**config.mk**
```make
export PLATFORM = sky130hd
export DESIGN_NAME = alu_seq_flat
export DESIGN_NICKNAME = d
export VERILOG_FILES = /design/src/rtl/alu_pkg.sv /design/src/rtl/alu_seq_if.sv /design/src/rtl/alu_muldiv_iter.sv /design/src/rtl/alu_seq.sv /design/src/flat_wrapper.sv
export SDC_FILE = /design/constraint.sdc
export NUM_CORES = 2
export LEC_CHECK = 0
export BUFFER_PORTS_ARGS = -buffer_cell sky130_fd_sc_hd__buf_4
export CAP_MARGIN = 25
export CORE_ASPECT_RATIO = 1.4
export CORE_MARGIN = 3
export CORE_UTILIZATION = 37
export DETAILED_ROUTE_END_ITERATION = 7
export PLACE_DENSITY = 0.65
export RECOVER_POWER = 50
export SYNTH_ARGS = -nofsm -noshare
export SYNTH_HDL_FRONTEND = slang
export SYNTH_HIERARCHICAL = 1
export SYNTH_SLANG_ARGS = --single-unit
export TNS_END_PERCENT = 20
```
**constraint.sdc**
```tcl
create_clock -name clock -period 9.3 [get_ports clock]
set_input_delay 1.86 -clock clock [delete_from_list [all_inputs] [get_ports clock]]
set_output_delay 1.86 -clock clock [all_outputs]
set_load 0.1 [all_outputs]
```
**src/rtl/alu_pkg.sv**
```systemverilog
// rtl/alu_pkg.sv - shared opcodes and FSM state encoding for alu_seq
package alu_pkg;

  localparam logic [4:0] OP_ADD  = 5'b00011;
  localparam logic [4:0] OP_SUB  = 5'b00100;
  localparam logic [4:0] OP_SHR  = 5'b00101;
  localparam logic [4:0] OP_SHL  = 5'b00110;
  localparam logic [4:0] OP_ROR  = 5'b00111;
  localparam logic [4:0] OP_ROL  = 5'b01000;
  localparam logic [4:0] OP_AND  = 5'b01001;
  localparam logic [4:0] OP_OR   = 5'b01010;
  localparam logic [4:0] OP_SHRA = 5'b01011;
  localparam logic [4:0] OP_MUL  = 5'b01110;
  localparam logic [4:0] OP_DIV  = 5'b01111;
  localparam logic [4:0] OP_NEG  = 5'b10000;
  localparam logic [4:0] OP_NOT  = 5'b10001;

  typedef enum logic [1:0] {
    S_IDLE = 2'd0,
    S_MUL  = 2'd1,
    S_DIV  = 2'd2,
    S_DONE = 2'd3
  } state_t;

endpackage

```
**src/rtl/alu_seq_if.sv**
```systemverilog
// rtl/alu_seq_if.sv - start/done operand and result bundle for alu_seq
interface alu_seq_if #(
  parameter int WIDTH = 32
);
  logic             start;
  logic [4:0]       op;
  logic [WIDTH-1:0] y_in;
  logic [WIDTH-1:0] b_in;
  logic             ready;
  logic             done;
  logic [WIDTH-1:0] zlo;
  logic [WIDTH-1:0] zhi;
  logic             div_zero;

  modport master (
    output start, op, y_in, b_in,
    input  ready, done, zlo, zhi, div_zero
  );

  modport slave (
    input  start, op, y_in, b_in,
    output ready, done, zlo, zhi, div_zero
  );
endinterface

```
**src/rtl/alu_muldiv_iter.sv**
```systemverilog
// rtl/alu_muldiv_iter.sv - iterative Booth multiply / restoring divide datapath
module alu_muldiv_iter
  import alu_pkg::*;
#(
  parameter int WIDTH = 32
) (
  input  logic             clock,
  input  logic             clear_n,
  input  logic             load,
  input  logic             mode,
  input  logic             step,
  input  logic [WIDTH-1:0] y,
  input  logic [WIDTH-1:0] b,
  output logic             last,
  output logic [WIDTH-1:0] res_lo,
  output logic [WIDTH-1:0] res_hi
);
  localparam int CNT_W = $clog2(WIDTH);

  logic [WIDTH:0]   acc, acc_nx, booth_sum, shifted, diff;
  logic [WIDTH-1:0] q, q_nx, m, y_mag, b_mag;
  logic             q1, mode_r, neg_q, neg_r;
  logic [CNT_W-1:0] cnt;

  assign y_mag = y[WIDTH-1] ? -y : y;
  assign b_mag = b[WIDTH-1] ? -b : b;
  assign last  = (cnt == CNT_W'(WIDTH - 1));

  // acc carries one guard bit so Booth can subtract the most-negative multiplicand
  always_comb begin
    booth_sum = acc;
    shifted   = {acc[WIDTH-1:0], q[WIDTH-1]};
    diff      = shifted - {1'b0, m};
    acc_nx    = acc;
    q_nx      = q;
    if (!mode_r) begin
      case ({q[0], q1})
        2'b01:   booth_sum = acc + {m[WIDTH-1], m};
        2'b10:   booth_sum = acc - {m[WIDTH-1], m};
        default: booth_sum = acc;
      endcase
      acc_nx = {booth_sum[WIDTH], booth_sum[WIDTH:1]};
      q_nx   = {booth_sum[0], q[WIDTH-1:1]};
    end else if (!diff[WIDTH]) begin
      acc_nx = diff;
      q_nx   = {q[WIDTH-2:0], 1'b1};
    end else begin
      acc_nx = shifted;
      q_nx   = {q[WIDTH-2:0], 1'b0};
    end
  end

  assign res_lo = (mode_r && neg_q) ? -q_nx : q_nx;
  assign res_hi = (mode_r && neg_r) ? -acc_nx[WIDTH-1:0] : acc_nx[WIDTH-1:0];

  always_ff @(posedge clock or negedge clear_n) begin
    if (!clear_n) begin
      acc    <= '0;
      q      <= '0;
      m      <= '0;
      q1     <= 1'b0;
      mode_r <= 1'b0;
      neg_q  <= 1'b0;
      neg_r  <= 1'b0;
      cnt    <= '0;
    end else if (load) begin
      acc    <= '0;
      q1     <= 1'b0;
      cnt    <= '0;
      mode_r <= mode;
      if (mode) begin
        m     <= b_mag;
        q     <= y_mag;
        neg_q <= y[WIDTH-1] ^ b[WIDTH-1];
        neg_r <= y[WIDTH-1];
      end else begin
        m     <= y;
        q     <= b;
        neg_q <= 1'b0;
        neg_r <= 1'b0;
      end
    end else if (step) begin
      acc <= acc_nx;
      q   <= q_nx;
      q1  <= q[0];
      cnt <= cnt + 1'b1;
    end
  end

endmodule

```
**src/rtl/alu_seq.sv**
```systemverilog
// rtl/alu_seq.sv - multi-cycle ALU: single-cycle ops, Booth multiply, signed divide
module alu_seq
  import alu_pkg::*;
#(
  parameter int WIDTH = 32
) (
  input  logic      clock,
  input  logic      clear_n,
  alu_seq_if.slave  bus
);
  localparam int SHAMT_W = $clog2(WIDTH);

  state_t             state;
  logic               load, step, last, is_div;
  logic [WIDTH-1:0]   res_lo, res_hi, alu_res;
  logic [SHAMT_W-1:0] shamt;

  assign shamt  = bus.b_in[SHAMT_W-1:0];
  assign is_div = (bus.op == OP_DIV);
  assign load   = (state == S_IDLE) && bus.start;
  assign step   = (state == S_MUL) || (state == S_DIV);

  // shifting by WIDTH yields zero, so a rotate by 0 degenerates cleanly to y
  always_comb begin
    alu_res = '0;
    case (bus.op)
      OP_ADD:  alu_res = bus.y_in + bus.b_in;
      OP_SUB:  alu_res = bus.y_in - bus.b_in;
      OP_SHR:  alu_res = bus.y_in >> shamt;
      OP_SHL:  alu_res = bus.y_in << shamt;
      OP_ROR:  alu_res = (bus.y_in >> shamt) | (bus.y_in << (WIDTH - int'(shamt)));
      OP_ROL:  alu_res = (bus.y_in << shamt) | (bus.y_in >> (WIDTH - int'(shamt)));
      OP_AND:  alu_res = bus.y_in & bus.b_in;
      OP_OR:   alu_res = bus.y_in | bus.b_in;
      OP_SHRA: alu_res = $signed(bus.y_in) >>> shamt;
      OP_NEG:  alu_res = -bus.b_in;
      OP_NOT:  alu_res = ~bus.b_in;
      default: alu_res = '0;
    endcase
  end

  alu_muldiv_iter #(
    .WIDTH (WIDTH)
  ) u_iter (
    .clock   (clock),
    .clear_n (clear_n),
    .load    (load),
    .mode    (is_div),
    .step    (step),
    .y       (bus.y_in),
    .b       (bus.b_in),
    .last    (last),
    .res_lo  (res_lo),
    .res_hi  (res_hi)
  );

  always_ff @(posedge clock or negedge clear_n) begin
    if (!clear_n) begin
      state        <= S_IDLE;
      bus.ready    <= 1'b1;
      bus.done     <= 1'b0;
      bus.zlo      <= '0;
      bus.zhi      <= '0;
      bus.div_zero <= 1'b0;
    end else begin
      bus.done <= 1'b0;
      case (state)
        S_IDLE: begin
          if (bus.start) begin
            bus.ready    <= 1'b0;
            bus.div_zero <= 1'b0;
            if (bus.op == OP_MUL) begin
              state <= S_MUL;
            end else if (is_div && (bus.b_in != '0)) begin
              state <= S_DIV;
            end else if (is_div) begin
              state        <= S_DONE;
              bus.done     <= 1'b1;
              bus.div_zero <= 1'b1;
              bus.zlo      <= '1;
              bus.zhi      <= bus.y_in;
            end else begin
              state    <= S_DONE;
              bus.done <= 1'b1;
              bus.zlo  <= alu_res;
              bus.zhi  <= {WIDTH{alu_res[WIDTH-1]}};
            end
          end
        end
        S_MUL, S_DIV: begin
          if (last) begin
            state    <= S_DONE;
            bus.done <= 1'b1;
            bus.zlo  <= res_lo;
            bus.zhi  <= res_hi;
          end
        end
        default: begin
          state     <= S_IDLE;
          bus.ready <= 1'b1;
        end
      endcase
    end
  end

endmodule

```
**src/flat_wrapper.sv**
```systemverilog
// flat-port wrapper written by rule: the top's interface ports become plain ports
module alu_seq_flat import alu_pkg::*;
#(
  parameter int WIDTH = 32
)
  (clock, clear_n, bus_start, bus_op, bus_y_in, bus_b_in, bus_ready, bus_done, bus_zlo, bus_zhi, bus_div_zero);
  alu_seq_if #(.WIDTH(WIDTH)) bus_i ();
  input  logic clock;
  input  logic clear_n;
  input wire logic [$bits(bus_i.start)-1:0] bus_start;
  input wire logic [$bits(bus_i.op)-1:0] bus_op;
  input wire logic [$bits(bus_i.y_in)-1:0] bus_y_in;
  input wire logic [$bits(bus_i.b_in)-1:0] bus_b_in;
  output wire logic [$bits(bus_i.ready)-1:0] bus_ready;
  output wire logic [$bits(bus_i.done)-1:0] bus_done;
  output wire logic [$bits(bus_i.zlo)-1:0] bus_zlo;
  output wire logic [$bits(bus_i.zhi)-1:0] bus_zhi;
  output wire logic [$bits(bus_i.div_zero)-1:0] bus_div_zero;
  assign bus_i.start = bus_start;
  assign bus_i.op = bus_op;
  assign bus_i.y_in = bus_y_in;
  assign bus_i.b_in = bus_b_in;
  assign bus_ready = bus_i.ready;
  assign bus_done = bus_i.done;
  assign bus_zlo = bus_i.zlo;
  assign bus_zhi = bus_i.zhi;
  assign bus_div_zero = bus_i.div_zero;
  alu_seq #(.WIDTH(WIDTH)) u_core (.clock(clock), .clear_n(clear_n), .bus(bus_i));
endmodule
```
Word level (Yosys, flattened, before mapping)
Cells that the tools add are included.
{"block": "totals", "ram_bits": 0, "latchBits": 0, "out_inout_bits": 67, "input_bits": 72, "reg_bits": 175, "memories": 0, "romBits": 0, "word_cells": 122}
{"block": "op_classes", "n_mul": 0, "eq_ne": 22, "n_addsub": 11, "bitwise": 7, "n_div": 0, "n_reduce_logical": 14, "muxes": 49, "magnitude_cmp": 0, "shifts": 5}
{"cell": "$mux 32", "n": 19}
{"cell": "$pmux 32 s11", "n": 1}
{"cell": "$mux 33", "n": 4}
{"cell": "$neg 32->32", "n": 4}
{"cell": "$pmux 32 s2", "n": 2}
{"cell": "$or 32x32->32", "n": 3}
{"cell": "$pmux 33 s2", "n": 1}
{"cell": "$add 33x33->33", "n": 1}
{"cell": "$sub 33x32->33", "n": 1}
{"cell": "$sub 33x33->33", "n": 1}
{"cell": "$add 32x32->32", "n": 1}
{"cell": "$and 32x32->32", "n": 1}
{"cell": "$not 32->32", "n": 1}
{"cell": "$reduce_bool 32->1", "n": 1}
{"cell": "$shl 32x32->32", "n": 1}
{"cell": "$shl 32x5->32", "n": 1}
{"cell": "$shr 32x32->32", "n": 1}
{"cell": "$shr 32x5->32", "n": 1}
{"cell": "$sshr 32x5->32", "n": 1}
{"cell": "$sub 32x32->32", "n": 1}
{"cell": "$eq 5x4->1 const B", "n": 6}
{"cell": "$eq 5x3->1 const B", "n": 4}
{"cell": "$eq 5x5->1 const B", "n": 3}
{"cell": "$mux 1", "n": 14}
{"cell": "20 further kinds", "n": 34}

Logic depth before layout (Yosys ltp)
{"block": "logic_depth", "word_depth": 9, "depth_mapped": 32, "depth_no_buf": 28}

Hierarchy
Netlist, hierarchy kept.
{"module": "alu_seq", "n_inst": 1, "seq_area_each_um2": 1727.9, "area_each_um2": 16731.0, "cells_per_inst": 2257}
{"module": "alu_muldiv_iter", "n_inst": 1, "seq_area_each_um2": 2652.5, "area_each_um2": 13875.8, "cells_per_inst": 1905}

Worst setup path before layout
OpenSTA, ideal clock, no wires.
{"block": "synth_path", "kind": "reg-to-reg", "from": "register u_core.u_iter.m[19]", "to": "register u_core.bus.zhi[30]", "stages_incl_launch_ff": 31, "synth_period_minus_slack_ns": 6.480, "path_buffers": 5, "setup_ns": 0.161, "required_time_ns": 9.139, "slack_ns": 2.820, "arrival_ns": 6.319, "cell_sequence": "dfrtp_1 -> inv_1 -> ha_1 -> clkbuf_1 -> a21o_1 -> a31o_2 -> or2_2 -> nor3b_1 -> o21ai_0 -> a31oi_1 -> nor2b_1 -> o21ai_0 -> nand2b_1 -> ha_1 -> buf_2 -> clkbuf_1 -> clkbuf_1 -> clkbuf_1 -> o211ai_1 -> o21ai_0 -> ha_1 -> nand2_1 -> or4_1 -> or4_1 -> nor3_1 -> and2_1 -> a31oi_1 -> xor2_1 -> and3_1 -> a21oi_1 -> o311ai_1"}
{"block": "synth_via", "elab_chain_cells": 7, "elab_cells_between_ends": 10, "cone_classes": "4 x add/sub; 6 x mux"}
{"element": "start: declaration", "line_no": "alu_muldiv_iter.sv:21", "text": "logic [WIDTH-1:0] q, q_nx, m, y_mag, b_mag;"}
{"element": "start signal: assignment", "line_no": "alu_muldiv_iter.sv:72", "text": "m <= b_mag;"}
{"element": "start signal: assignment", "line_no": "alu_muldiv_iter.sv:77", "text": "m <= y;"}
{"element": "$sub 33x33->33, or another cell as far along", "line_no": "alu_muldiv_iter.sv:39", "text": "2'b10: booth_sum = acc - {m[WIDTH-1], m};"}
{"element": "$pmux 33 s2 / $mux 33 (equally long branches)", "line_no": "alu_muldiv_iter.sv:37, alu_muldiv_iter.sv:44"}
{"element": "$mux 33 (*)", "line_no": "alu_muldiv_iter.sv:36", "text": "if (!mode_r) begin"}
{"element": "$neg 32->32", "line_no": "alu_muldiv_iter.sv:54", "text": "assign res_hi = (mode_r && neg_r) ? -acc_nx[WIDTH-1:0] : acc_nx[WIDTH-1:0];"}
{"element": "$mux 32 (*)", "line_no": "alu_muldiv_iter.sv:54"}
{"element": "via u_core.res_hi[30]", "line_no": "alu_seq.sv:15", "text": "logic [WIDTH-1:0] res_lo, res_hi, alu_res;"}
{"element": "$mux 32 (*)", "line_no": "alu_seq.sv:91", "text": "if (last) begin"}
{"element": "$pmux 32 s2 (*)", "line_no": "alu_seq.sv:67", "text": "case (state)"}
{"element": "end signal: assignment", "line_no": "alu_seq.sv:81", "text": "bus.zhi <= bus.y_in;"}
{"element": "end signal: assignment", "line_no": "alu_seq.sv:86", "text": "bus.zhi <= {WIDTH{alu_res[WIDTH-1]}};"}
{"element": "end signal: assignment", "line_no": "alu_seq.sv:95", "text": "bus.zhi <= res_hi;"}
{"element": "end: declaration", "line_no": "alu_seq_if.sv:22", "text": "output ready, done, zlo, zhi, div_zero"}
The timed path passes the listed nets; every way through them passes the cells marked *. The select of a mux whose other input is x is not followed.
A chain may end at the register's enable or synchronous reset.

Worst setup path after layout
{"block": "layout_path", "from": "register u_core.u_iter.q[31]", "to": "register u_core.bus.zhi[30]"}
{"block": "layout_via", "elab_chain_cells": 7}
{"element": "start: declaration", "line_no": "alu_muldiv_iter.sv:21"}
{"element": "start signal: assignment", "line_no": "alu_muldiv_iter.sv:73", "text": "q <= y_mag;"}
{"element": "start signal: assignment", "line_no": "alu_muldiv_iter.sv:84", "text": "q <= q_nx;"}
{"element": "$sub 33x32->33", "line_no": "alu_muldiv_iter.sv:33", "text": "diff = shifted - {1'b0, m};"}
{"element": "$mux 33 (*)", "line_no": "alu_muldiv_iter.sv:44", "text": "end else if (!diff[WIDTH]) begin"}
{"element": "$mux 33 (*)", "line_no": "alu_muldiv_iter.sv:36"}
{"element": "$neg 32->32", "line_no": "alu_muldiv_iter.sv:54"}
{"element": "$mux 32 (*)", "line_no": "alu_muldiv_iter.sv:54"}
{"element": "via u_core.res_hi[30]", "line_no": "alu_seq.sv:15"}
{"element": "$mux 32 (*)", "line_no": "alu_seq.sv:91"}
{"element": "$pmux 32 s2 (*)", "line_no": "alu_seq.sv:67"}
Marks and branches as above.

==> results.md <==
Yosys:
- Synthesis inferred 175 register bits.
- The post-synthesis instance area is 30,600 sq um.
- The sequential cell area fraction in the yosys report is 14.3%.
- In the synthesized netlist, the number of instances is 4,162.
- The post-synth net total is around 4,400.
- Yosys mapped a number of flops with a built-in enable equal to 0.
- Counting distinct cell types in the post-synthesis netlist gives ~110.
- Of all flip-flops after synthesis, the portion carrying an async set or reset was between 90% and 100%.
- The average cell area after synthesis is 7.35 sq um.
- The most used flip-flop cell after synthesis is dfrtp_1.
- The Yosys step of the flow raised 6 warnings.

Clock tree:
- In this run the number of H-tree levels came out at 4.
- The hold buffer count at cts is 0.
- Clock-pin slew was measured on the worst setup and hold paths at 0.08 ns.
- The post-cts gate resize count is 0.
- Clock tree synthesis selected as its root buffer the cell clkbuf_16.
- The post-CTS setup repair buffer count is 0.
- For the worst-skew pair, the clock arrives at the later sink with an insertion delay of roughly 0.52 ns.
- The maximum number of buffers from clock root to sink is 2.
- The TritonCTS clock tree is yes.
- The number of clock buffers inserted by TritonCTS is 17.
- The count of clock tree sinks is 175.

STA:
- Across the routed clock network, the largest skew measured is 0.0188 ns.
- The transition at the pin with the smallest max-transition slack is 4.76 ns.
- The fmax is 123 MHz.
- The total negative slack is 0 ns.
- The final number of setup-violating endpoints is 0.
- The count of endpoints failing hold in the final timing report is 0.
- The post-route minimum period is ~8.1 ns.
- In this run the tightest slew margin relative to its limit is -218%.
- After layout, the worst path uses 87.4% of the clock period.
- The worst setup margin is 1.18 ns.
- The total count of max-transition violations in the final report was 422.
- Setup repair after global routing left no endpoint under its margin.

Worst setup path:
- The worst setup path is captured at a flop.
- The data arrival at the endpoint of the critical path is 8.49 ns.
- The cell seen most often among critical-path stages is o21ai_0.
- The biggest cell delay along the critical path is 0.64 ns.
- The critical path data required time is 9.66 ns.
- The biggest fanout along the worst timing path is 11.
- The worst setup path category is reg -> reg.
- The critical path contains buffers and inverters numbering 2 combined.
- The worst setup path is launched from a flop.
- Grouping stages by cell kind, the critical path spends the most delay in simple AND/OR/NAND/NOR gates.
- On the critical path, the stage with the largest delay is an instance of ha_1.

Place:
- The weighted congestion at the end of routability-driven global placement is 1.11.
- Buffers placed on the I/O ports in this run total 138.
- Timing analysis after detailed placement gives a worst setup slack of 1.36 ns.
- The detailed placer's ending HPWL is approximately 130,000 microns.

GRT:
- Across every metal layer, demand over resource in global routing totals 39.2%.
- Entering global routing, the biggest net connects 94 pins.
- The via count of the first global-routing pass was roughly 35,000.
- The initial antenna violation count is 11.
- The global-route wire length before repair is ~250,000 microns.
- The total overflow left after global routing is 0.

Outcome:
- The flow ran to the end, but the final reports show violations.
- The checks that failed: capacitance limit, slew limit.

Drt:
- The routed wire length is roughly 180,000 microns.
- The routed wirelength normalized by instance count is 34.0 microns.
- Detailed routing inserted a total of 36,052 vias.
- Using the TritonRoute via totals, the vias-per-cell ratio works out to 6.95.
- The count of nets left with antenna violations once routing finished came out at 0.
- The iteration-0 DRC count of the detailed router is approximately 4,700.
- The DRC violation count after routing is 0.
- The count of TritonRoute iterations in the first routing pass is 6.

Floorplanning:
- The width of the die is around 250 microns.
- The initial core utilization is 37.4%.
- The count of pins on the block boundary is 139.
- After floorplanning, the core was sized to cover 81,800 sq um.
- The overall die height is 346 microns.
- The floorplan step defined a die boundary enclosing 86,300 sq um.
- After floorplanning, the core was divided into 124 placement rows.

Power:
- The leakage dissipation is 12.9 nW.
- Power comes to 12.5 mW.
- Power spread over the standard cell area amounts to 381 nW/um^2.
- The maximum vdd drop is 0.000280 V.

Flow run:
- Max-cap violations in this run came to 6.

Cells and area:
- Cells fill 40.3% of the core in the end.
- The layout has 8,656 filler cells.
- The synthesis-to-layout area growth is 7.53%.
- Of the cells placed in the final design, the portion with a size suffix greater than 1 is 10.2%.
- The most frequent standard cell in the layout excluding fill and tap cells is nor2_1.
- The top cell types in the final layout, fill and taps aside, are nor2_1, nand2_1, o21ai_0.
- The count of nets after finishing is 4,350.

Hold path:
- The path category of the worst min-delay check is reg -> reg.
==> routing by layer <==
metal	vias to the layer above	share of wire [%]	track usage [%]
li1	15500	-	-
met3	807	9.0	9.16
met5	-	0.014	0.604
met4	4	12	37.4
met2	2379	45	62.6
met1	17362	35	42.7
==> worst paths after layout <==
check / cells after the start / end / start / slack [ns]
setup / recovery: 27 / u_core/bus.zhi[30] / u_core/u_iter/q[31] / 1.18
hold / removal: 2 / u_core/bus.zhi[20] / u_core/bus.zhi[20] / 0.52
setup reg to reg: 27 / u_core/bus.zhi[30] / u_core/u_iter/q[31] / 1.18
hold reg to reg: 2 / u_core/bus.zhi[20] / u_core/bus.zhi[20] / 0.52
max in group asynchronous: 3 / u_core/bus.zhi[17] / clear_n / 1.93
min in group asynchronous: 1 / u_core/u_iter/q[20] / clear_n / 3.07
==> state kept, by name, indices dropped and copies added (netlist names) <==
name                  cells
u_core/bus.ready          1
u_core/u_iter/m          32
u_core/u_iter/acc        33
u_core/u_iter/q1          1
u_core/bus.zlo           32
u_core/state              2
u_core/bus.done           1
u_core/bus.zhi           32
u_core/bus.div_zero       1
u_core/u_iter/neg_q       1
u_core/u_iter/cnt         5
u_core/u_iter/neg_r       1
u_core/u_iter/q          32
u_core/u_iter/mode_r      1
==> metrics by stage <==
stage | hold slack (ns) | std cells | area, sq um
CTS | 0.524 | 5167 | 33100
floorplan | 0.475 | 4162 | 30600
detailed placement | 0.504 | 5135 | 32500
global route | 0.540 | 5178 | 32900
global placement | 0.500 | 5129 | 32400
finish | 0.516 | 5187 | 32900
==> logic make-up after synthesis <==
logic type / synth area share [%]
AOI/OAI and AO/OA: 30.5
and+or+nand+nor: 21.7
DFF: 14.3
muxes: 13.2
adders and majority gates: 7.62
xor gates and xnor gates: 6.18
buffers and inverters: 6.57
==> worst reg2reg max path: stages (launching register included) <==
cell,delay [ns]
dfrtp_1,0.41
inv_1,0.29
ha_1,0.23
inv_1,0.05
fa_1,0.40
nand3_1,0.15
a211oi_1,0.16
o21ai_0,0.41
nor3b_1,0.62
o21ai_0,0.21
a31oi_1,0.28
nor2b_1,0.08
o21ai_0,0.15
nand2b_1,0.08
ha_1,0.64
and2_1,0.61
nand2_1,0.16
mux2i_1,0.20
nor3_2,0.10
or4_1,0.58
or4_1,0.59
nor3_1,0.45
and2_1,0.36
a31oi_1,0.14
xor2_1,0.20
and3_1,0.20
a21oi_1,0.12
o311ai_1,0.10
==> power by group <==
part	internal (mW)	total (mW)	switching [mW]
clock	0.355	0.749	0.394
combinational	3.29	10.2	6.91
sequential	1.13	1.58	0.448
total	4.78	12.5	7.75
==> cells in the mapped netlist (19+ instances only) <==
master | number | area [sq um]
o22ai_1 | 66 | 413
clkbuf_1 | 257 | 965
buf_1 | 35 | 131
nand2b_1 | 30 | 188
o21a_1 | 27 | 203
xor2_1 | 108 | 946
a31oi_1 | 91 | 569
nand3_1 | 89 | 445
and2_1 | 32 | 200
dfrtp_1 | 174 | 4350
or3_1 | 58 | 363
mux2i_1 | 162 | 1620
a211oi_1 | 65 | 488
o211ai_1 | 106 | 796
a21oi_1 | 327 | 1640
inv_1 | 149 | 559
o21ai_1 | 20 | 100
nand4_1 | 24 | 150
o31ai_1 | 41 | 308
or2_2 | 23 | 144
a21o_1 | 63 | 473
a2111oi_0 | 19 | 166
xnor2_1 | 108 | 946
o311ai_1 | 21 | 184
and3_1 | 65 | 407
mux4_2 | 95 | 2140
nor2b_1 | 29 | 181
nor3_1 | 93 | 465
nor4_1 | 37 | 231
nand2_1 | 383 | 1440
a221oi_1 | 26 | 228
buf_2 | 25 | 125
nor2_1 | 434 | 1630
ha_1 | 180 | 2250
o21ai_0 | 331 | 1660
==> area by class of cell <==
class / instances / area (sq um) / area share (%)
Sequential cell: 175 / 4380 / 13.3
Timing Repair Buffer: 250 / 1650 / 5.00
Multi-Input combinational cell: 3494 / 24400 / 74.0
Antenna cell: 9 / 22.5 / 0.0684
Tap cell: 1071 / 1340 / 4.07
Clock buffer: 17 / 425 / 1.29
Inverter: 156 / 589 / 1.79
Clock inverter: 15 / 141 / 0.430
Note: power is estimated with default switching activity, not from simulation.
